`config.mk`:
```
export PLATFORM = sky130hd
export DESIGN_NAME = branch_resolve_unit_flat
export DESIGN_NICKNAME = d
export VERILOG_FILES = /design/src/rtl/bru_pkg.sv /design/src/rtl/branch_resolve_unit_if.sv /design/src/rtl/bru_fifo.sv /design/src/rtl/branch_resolve_unit.sv /design/src/flat_wrapper.sv
export SDC_FILE = /design/constraint.sdc
export NUM_CORES = 1
export LEC_CHECK = 0
export CORE_MARGIN = 10
export CORE_UTILIZATION = 46
export DETAILED_ROUTE_END_ITERATION = 16
export GPL_TIMING_DRIVEN = 0
export PLACE_DENSITY = 0.69
export SYNTH_ARGS = -nofsm -noshare
export SYNTH_HDL_FRONTEND = slang
export SYNTH_SLANG_ARGS = --single-unit
```
`constraint.sdc`:
```
create_clock -name iClk -period 3.6 [get_ports iClk]
set_input_delay 0.72 -clock iClk [delete_from_list [all_inputs] [get_ports iClk]]
set_output_delay 0.72 -clock iClk [all_outputs]
set_load 0.005 [all_outputs]
```
`src/rtl/bru_pkg.sv`:
```
// Shared types and constants for the branch resolve unit.
// Optional statistics counter is enabled with BRU_STATS_EN.
package bru_pkg;

   localparam int unsigned BRU_ADDR_W = 16;
   localparam int unsigned BRU_CNT_W  = 16;

   typedef enum logic {
      RUN   = 1'b0,
      FLUSH = 1'b1
   } bru_state_e;

   // The pc field width is fixed here; the unit is instantiated with ADDR_W == BRU_ADDR_W.
   typedef struct packed {
      logic                  pred_taken;
      logic [BRU_ADDR_W-1:0] pc;
   } bru_entry_t;

endpackage

```
`src/rtl/branch_resolve_unit_if.sv`:
```
// Fetch/execute-facing signal bundle of the branch resolve unit.
// oMispredCnt exists only when BRU_STATS_EN is defined.
interface branch_resolve_unit_if #(
   parameter int unsigned ADDR_W = bru_pkg::BRU_ADDR_W
);

   logic              iPredValid;
   logic              iPredTaken;
   logic [ADDR_W-1:0] iPredPc;
   logic              iResValid;
   logic              iResTaken;
   logic [ADDR_W-1:0] iResTarget;
   logic              oBranchCmd;
   logic              oBranchTaken;
   logic              oFlush;
   logic [ADDR_W-1:0] oRedirectPc;
   logic              oFull;
   logic              oEmpty;
   logic              oProtoErr;
`ifdef BRU_STATS_EN
   logic [bru_pkg::BRU_CNT_W-1:0] oMispredCnt;
`endif

   modport master (
      output iPredValid, iPredTaken, iPredPc, iResValid, iResTaken, iResTarget,
      input  oBranchCmd, oBranchTaken, oFlush, oRedirectPc, oFull, oEmpty, oProtoErr
`ifdef BRU_STATS_EN
      , input oMispredCnt
`endif
   );

   modport slave (
      input  iPredValid, iPredTaken, iPredPc, iResValid, iResTaken, iResTarget,
      output oBranchCmd, oBranchTaken, oFlush, oRedirectPc, oFull, oEmpty, oProtoErr
`ifdef BRU_STATS_EN
      , output oMispredCnt
`endif
   );

endinterface

```
`src/rtl/bru_fifo.sv`:
```
// In-order queue of predicted branches with synchronous clear.
// Callers only push when there is room and only pop when non-empty.
module bru_fifo
   import bru_pkg::*;
#(
   parameter int unsigned DEPTH = 4
) (
   input  logic                   clk_i,
   input  logic                   rst_i,
   input  logic                   clear_i,
   input  logic                   push_i,
   input  logic                   pop_i,
   input  bru_entry_t             wdata_i,
   output bru_entry_t             rdata_o,
   output logic [$clog2(DEPTH):0] count_o,
   output logic                   full_o,
   output logic                   empty_o
);

   localparam int unsigned PTR_W = $clog2(DEPTH);

   bru_entry_t       mem_q [DEPTH];
   logic [PTR_W-1:0] wr_ptr_q;
   logic [PTR_W-1:0] rd_ptr_q;
   logic [PTR_W:0]   count_q;

   // NOTE: sequential state uses non-blocking assignments so every register samples pre-edge values.
   always_ff @(posedge clk_i) begin
      if (rst_i || clear_i) begin
         wr_ptr_q <= '0;
         rd_ptr_q <= '0;
         count_q  <= '0;
      end else begin
         if (push_i) wr_ptr_q <= wr_ptr_q + PTR_W'(1);
         if (pop_i)  rd_ptr_q <= rd_ptr_q + PTR_W'(1);
         case ({push_i, pop_i})
            2'b10:   count_q <= count_q + (PTR_W+1)'(1);
            2'b01:   count_q <= count_q - (PTR_W+1)'(1);
            default: count_q <= count_q;
         endcase
      end
   end

   // NOTE: storage is deliberately not reset; pointers and count alone decide which slots are valid.
   always_ff @(posedge clk_i) begin
      if (push_i) mem_q[wr_ptr_q] <= wdata_i;
   end

   assign rdata_o = mem_q[rd_ptr_q];
   assign count_o = count_q;
   assign full_o  = (count_q == (PTR_W+1)'(DEPTH));
   assign empty_o = (count_q == '0);

endmodule

```
`src/rtl/branch_resolve_unit.sv`:
```
// Compares resolved branches against their fetch-time predictions and issues flushes.
// Define BRU_STATS_EN to add the saturating mispredict counter oMispredCnt.
module branch_resolve_unit
   import bru_pkg::*;
#(
   parameter int unsigned ADDR_W = BRU_ADDR_W,
   parameter int unsigned DEPTH  = 4
) (
   input logic                  iClk,
   input logic                  iRst,
   branch_resolve_unit_if.slave bus
);

   bru_state_e                 state_q, state_d;
   bru_entry_t                 head, wentry;
   logic [$clog2(DEPTH):0]     count;
   logic                       full, empty;
   logic                       pop_ok, push_ok, mispred, err_set;
   logic                       cmd_q, taken_q, err_q;
   logic [ADDR_W-1:0]          redirect_q, redirect_d;

   bru_fifo #(.DEPTH(DEPTH)) u_fifo (
      .clk_i   (iClk),
      .rst_i   (iRst),
      .clear_i (mispred),
      .push_i  (push_ok),
      .pop_i   (pop_ok),
      .wdata_i (wentry),
      .rdata_o (head),
      .count_o (count),
      .full_o  (full),
      .empty_o (empty)
   );

   // NOTE: every signal gets a default first so no path through the block infers a latch.
   always_comb begin
      state_d    = state_q;
      redirect_d = redirect_q;
      pop_ok     = 1'b0;
      push_ok    = 1'b0;
      mispred    = 1'b0;
      err_set    = 1'b0;
      wentry     = '{pred_taken: bus.iPredTaken, pc: BRU_ADDR_W'(bus.iPredPc)};
      case (state_q)
         RUN: begin
            pop_ok  = bus.iResValid && (count != '0);
            mispred = pop_ok && (head.pred_taken != bus.iResTaken);
            push_ok = bus.iPredValid && !mispred && (!full || pop_ok);
            err_set = (bus.iResValid && empty) || (bus.iPredValid && full && !bus.iResValid);
            if (mispred) begin
               state_d    = FLUSH;
               redirect_d = bus.iResTaken ? bus.iResTarget : ADDR_W'(head.pc) + ADDR_W'(1);
            end
         end
         // Younger instructions are squashed: both request strobes are ignored here.
         FLUSH:   state_d = RUN;
         default: state_d = RUN;
      endcase
   end

   always_ff @(posedge iClk) begin
      if (iRst) begin
         state_q    <= RUN;
         cmd_q      <= 1'b0;
         taken_q    <= 1'b0;
         redirect_q <= '0;
         err_q      <= 1'b0;
      end else begin
         state_q    <= state_d;
         cmd_q      <= pop_ok;
         if (pop_ok) taken_q <= bus.iResTaken;
         redirect_q <= redirect_d;
         err_q      <= err_q | err_set;
      end
   end

   assign bus.oBranchCmd   = cmd_q;
   assign bus.oBranchTaken = taken_q;
   assign bus.oFlush       = (state_q == FLUSH);
   assign bus.oRedirectPc  = redirect_q;
   assign bus.oFull        = full;
   assign bus.oEmpty       = empty;
   assign bus.oProtoErr    = err_q;

`ifdef BRU_STATS_EN
   logic [BRU_CNT_W-1:0] mispred_cnt_q;

   always_ff @(posedge iClk) begin
      if (iRst)                                mispred_cnt_q <= '0;
      else if (mispred && mispred_cnt_q != '1) mispred_cnt_q <= mispred_cnt_q + BRU_CNT_W'(1);
   end

   assign bus.oMispredCnt = mispred_cnt_q;
`endif

endmodule

```
`src/flat_wrapper.sv`:
```
// flat-port wrapper written by rule: the top's interface ports become plain ports
module branch_resolve_unit_flat import bru_pkg::*;
#(
   parameter int unsigned ADDR_W = BRU_ADDR_W,
   parameter int unsigned DEPTH  = 4
)
  (iClk, iRst, bus_iPredValid, bus_iPredTaken, bus_iPredPc, bus_iResValid, bus_iResTaken, bus_iResTarget, bus_oBranchCmd, bus_oBranchTaken, bus_oFlush, bus_oRedirectPc, bus_oFull, bus_oEmpty, bus_oProtoErr);
  branch_resolve_unit_if #(.ADDR_W(ADDR_W)) bus_i ();
  input logic iClk;
  input logic iRst;
  input wire logic [$bits(bus_i.iPredValid)-1:0] bus_iPredValid;
  input wire logic [$bits(bus_i.iPredTaken)-1:0] bus_iPredTaken;
  input wire logic [$bits(bus_i.iPredPc)-1:0] bus_iPredPc;
  input wire logic [$bits(bus_i.iResValid)-1:0] bus_iResValid;
  input wire logic [$bits(bus_i.iResTaken)-1:0] bus_iResTaken;
  input wire logic [$bits(bus_i.iResTarget)-1:0] bus_iResTarget;
  output wire logic [$bits(bus_i.oBranchCmd)-1:0] bus_oBranchCmd;
  output wire logic [$bits(bus_i.oBranchTaken)-1:0] bus_oBranchTaken;
  output wire logic [$bits(bus_i.oFlush)-1:0] bus_oFlush;
  output wire logic [$bits(bus_i.oRedirectPc)-1:0] bus_oRedirectPc;
  output wire logic [$bits(bus_i.oFull)-1:0] bus_oFull;
  output wire logic [$bits(bus_i.oEmpty)-1:0] bus_oEmpty;
  output wire logic [$bits(bus_i.oProtoErr)-1:0] bus_oProtoErr;
  assign bus_i.iPredValid = bus_iPredValid;
  assign bus_i.iPredTaken = bus_iPredTaken;
  assign bus_i.iPredPc = bus_iPredPc;
  assign bus_i.iResValid = bus_iResValid;
  assign bus_i.iResTaken = bus_iResTaken;
  assign bus_i.iResTarget = bus_iResTarget;
  assign bus_oBranchCmd = bus_i.oBranchCmd;
  assign bus_oBranchTaken = bus_i.oBranchTaken;
  assign bus_oFlush = bus_i.oFlush;
  assign bus_oRedirectPc = bus_i.oRedirectPc;
  assign bus_oFull = bus_i.oFull;
  assign bus_oEmpty = bus_i.oEmpty;
  assign bus_oProtoErr = bus_i.oProtoErr;
  branch_resolve_unit #(.ADDR_W(ADDR_W), .DEPTH(DEPTH)) u_core (.iClk(iClk), .iRst(iRst), .bus(bus_i));
endmodule
```
==> impl_results.md <==
* Post-synthesis instance area at a little over 4000 sq um
* Result of the run: finished, final reports clean
* Area fraction of the dominant cell type after synthesis at 0.4971
* Overall die height at 114.5 microns
* Gate power share at 0.338
* Count of buffers inserted at the top-level ports at 57
* Count of flip-flops with a built-in enable after synthesis at 68
* Internal power consumption at 0.002213 W
* Fraction of the core area covered by cells at the end of the flow at 0.5743
* Number of top-level design ports at 60
* Total Neg Setup Slack at 0 ps
* Synth unique cells at 43
* Number of nets with antenna violations after detailed routing at 0
* Global-route wire length before repair at 12880 microns
* Max rail drop VDD at around 250 uV
* Sort of element at the end of the critical path: flop
* Commonest cells after routing, fill and taps aside: sky130_fd_sc_hd__edfxtp_1 (68), sky130_fd_sc_hd__clkdlybuf4s50_1 (57), sky130_fd_sc_hd__dfxtp_1 (29), sky130_fd_sc_hd__nor2_1 (15)
* Dominant cell type by count on the critical path: sky130_fd_sc_hd__nor2_1
* Site Rows at 34
* Power per Cell Area at 658.4 nW/um^2
* Leading register cell type out of synthesis: sky130_fd_sc_hd__edfxtp_1
* Clk Latency, worst-skew pair at 350 ps
* Routed wire per std cell at roughly 18 microns
* Total Die Area at 13110 sq um
* Number of buffers added for setup after CTS at 0
* Drt via density at 5.418
* Clock sinks at 97
* H-tree levels at 3
* Leakage power of the design at 1.663 nW
* Clock Tree Buf Depth at 2
* Worst path cell trace: buf_6, mux4_2, xnor2_2, a211oi_1, nor2_1, inv_1, ha_1, inv_1, fa_1, xor2_1, nor2_1, xnor2_1, nor2_1
* Count of hold buffers inserted by post-cts repair at 0
* Detailed Place HPWL at roughly 5800 microns
* Shortest period the worst path allows at 3115 ps
* Slew at the pin closest to its max-slew limit at 923.4 ps
* All-Layer GR Usage at 0.1245
* Via count at about 2400
* Summed area of non-filler cells in the final layout at 5009 sq um
* Flip-flop and latch count after synthesis at 97
* Max-slew violation count at 0
* Inserted Diodes at 0
* Area grow syn2layout at 21.93%
* Instance count of the mapped netlist at 266
* Floorplan Core Area at 8721 sq um
* Switching part of the total power at 0.3289
* Hold crit path type: flop to flop
* Placer Congestion at around 0.71
* Number of gates resized after CTS at 0
* Fraction of registers with async set or reset after synthesis at 0
* Cell with the biggest individual delay on the critical path: sky130_fd_sc_hd__mux4_2
* Start-to-end type of the worst setup path: flop to flop
* Via count of the first global-routing pass at 2446
* NetSw at 0.001084 W
* Required time at the worst-slack endpoint at 3850 ps
* Post-synthesis average cell area at 15.44 sq um
* Number of warning messages in the yosys log at 0
* Width of the chip at 114.5 microns
* Drt total wl at 8085 microns
* Most frequent standard cell in the layout excluding fill and tap cells: sky130_fd_sc_hd__edfxtp_1
* Initial Util at 0.4710
* Post-DP Area at 4813 sq um
* Synthesized Nets at around 310
* Final count of hold timing violations at 0
* Clock network power share at 0.209
* Reg power frac at 0.453
* Clock-pin slew reported for the worst setup and hold paths after clock tree synthesis at 100 ps
* Number of maximum-capacitance violations at 0
* Top Family by Delay on Critical Path: multiplexers
* Total Nets Final at 379
* Register area share after synthesis at 0.6384
* Max Clock Skew at 7.814 ps
* TritonCTS clock tree: built
* Final worst-path cycle share at 0.8652
* Detailed-route DRC error count at 0
* Iter 0 DRT Violations at 139
* Max incr delay on CP at approximately 610 ps
* TritonRoute pass-1 iters at 4
* Number of fill cells in the layout at just under 700
* Buf+Inv Stages, Crit Path at 3
* Top cells by area in the synthesized netlist: sky130_fd_sc_hd__edfxtp_1 (50%), sky130_fd_sc_hd__dfxtp_1 (14%), sky130_fd_sc_hd__mux4_1 (9.0%), sky130_fd_sc_hd__xnor2_1 (3.0%), sky130_fd_sc_hd__ha_1 (1.8%)
* RSZ-0062 raised after global routing: false
* Critical path arrival at 3370 ps
* Root Buffer Master: sky130_fd_sc_hd__clkbuf_8
* Highest Clock Rate at 321.1 MHz
* Grt total ovfl at 0
* Crit start category: flop
* Cell taking the most area after synthesis: sky130_fd_sc_hd__edfxtp_1
* Setup-violating endpoint count in the final report at 0
* Worst-case headroom to the max-slew limit at 0.3844
* Pin count of the biggest net entering global routing at 20
* Highest fanout seen on the critical path at 8
* TritonCTS Buffers at 9
* Share of final-layout standard cells stronger than drive strength 1 at 0.09735
* Worst hold start: u_core.bus.oRedirectPc[8]
* Initial antenna violation count at 0
metrics by stage:
step	setup WS (ps)	total power (W)	hold WS (ps)	cells
after floorplan	799.4	0.002269	460.4	266
after global placement	520.2	0.002623	458.8	431
after detailed placement	464.1	0.002648	463.0	431
after CTS	449.8	0.003330	486.0	447
after global routing	279.9	0.003493	504.5	447
final	485.4	0.003297	487.7	447
synthesized netlist by cell type, types with 4 or more instances:
cell,count
sky130_fd_sc_hd__a22o_1,5
sky130_fd_sc_hd__a22oi_1,7
sky130_fd_sc_hd__and2_1,5
sky130_fd_sc_hd__buf_2,4
sky130_fd_sc_hd__dfxtp_1,29
sky130_fd_sc_hd__edfxtp_1,68
sky130_fd_sc_hd__ha_1,6
sky130_fd_sc_hd__inv_1,8
sky130_fd_sc_hd__mux4_1,14
sky130_fd_sc_hd__nand2_1,12
sky130_fd_sc_hd__nand3_1,5
sky130_fd_sc_hd__nand4_1,5
sky130_fd_sc_hd__nor2_1,15
sky130_fd_sc_hd__nor3_1,7
sky130_fd_sc_hd__nor4_1,4
sky130_fd_sc_hd__o21ai_0,4
sky130_fd_sc_hd__o21ai_1,11
sky130_fd_sc_hd__xnor2_1,14
sky130_fd_sc_hd__xor2_1,6
kinds of logic (layout without fill, tap and decap cells):
logic type      after synthesis  in the layout  synth area share
compound gates               37             37           0.06214
xor+xnor                     21             21           0.04661
fa+ha+maj                     7              7           0.02315
buf+inv                      19             92           0.02802
flops                        97             97            0.6384
mux                          21             21            0.1161
simple gates                 64             64           0.08559
state kept, by name (all words and copies together) (netlist names), named ones only:
signal,count
u_core.u_fifo.mem_q,68
u_core.bus.oRedirectPc,16
u_core.u_fifo.count_o,3
u_core.u_fifo.rd_ptr_q,2
u_core.u_fifo.wr_ptr_q,2
u_core.bus.oBranchCmd,1
u_core.bus.oBranchTaken,1
u_core.bus.oFlush,1
u_core.bus.oProtoErr,1
worst reg2reg max path, delay by kind of cell (launching register included):
kind / cells / cell delay [ps]
buffers and inverters: 3 / 320
XOR/XNOR: 3 / 470
AO/OA/AOI/OAI: 1 / 360
multiplexers: 1 / 610
adder cells (fa/ha/maj): 2 / 560
flip-flops: 1 / 340
AND/OR/NAND/NOR: 3 / 340
power groups by stage:
| stage | Combinational, W | Sequential (W) | Clock, W |
|---|---|---|---|
| floorplan | 0.000770 | 0.00150 | 0 |
| global placement | 0.00111 | 0.00151 | 0 |
| detailed placement | 0.00113 | 0.00152 | 0 |
| CTS | 0.00113 | 0.00150 | 0.000702 |
| global route | 0.00123 | 0.00152 | 0.000747 |
| finish | 0.00111 | 0.00149 | 0.000689 |
routing by layer:
metal  vias to the layer above  wire (microns)  GRT usage
li1                       1167               -          -
met3                         4             526    0.03931
met4                         0              51    0.03258
met2                        64            3824     0.1914
met1                      1187            3681     0.1663
met5                         -               0          0
layout make-up:
type                            count  area, sq um  area share
Buffer                             11        85.08     0.01699
Inverter                            8        30.03    0.005996
Timing Repair Buffer               57        570.5      0.1139
Sequential cell                    97         2623      0.5236
Multi-Input combinational cell    150         1370      0.2735
Clock buffer                        9        123.9     0.02473
Tap cell                          108        135.1     0.02698
Clock inverter                      7        71.32     0.01424
final timing paths:
path,slack (ps),end,depth (start not counted)
worst min register to register,490,u_core.bus.oRedirectPc[8],2
worst max register to register,490,u_core.u_fifo.count_o[2],13
worst max-delay path,490,u_core.u_fifo.count_o[2],13
worst min-delay path,490,u_core.bus.oRedirectPc[8],2
No activity file was read; power rests on OpenSTA's default activity.
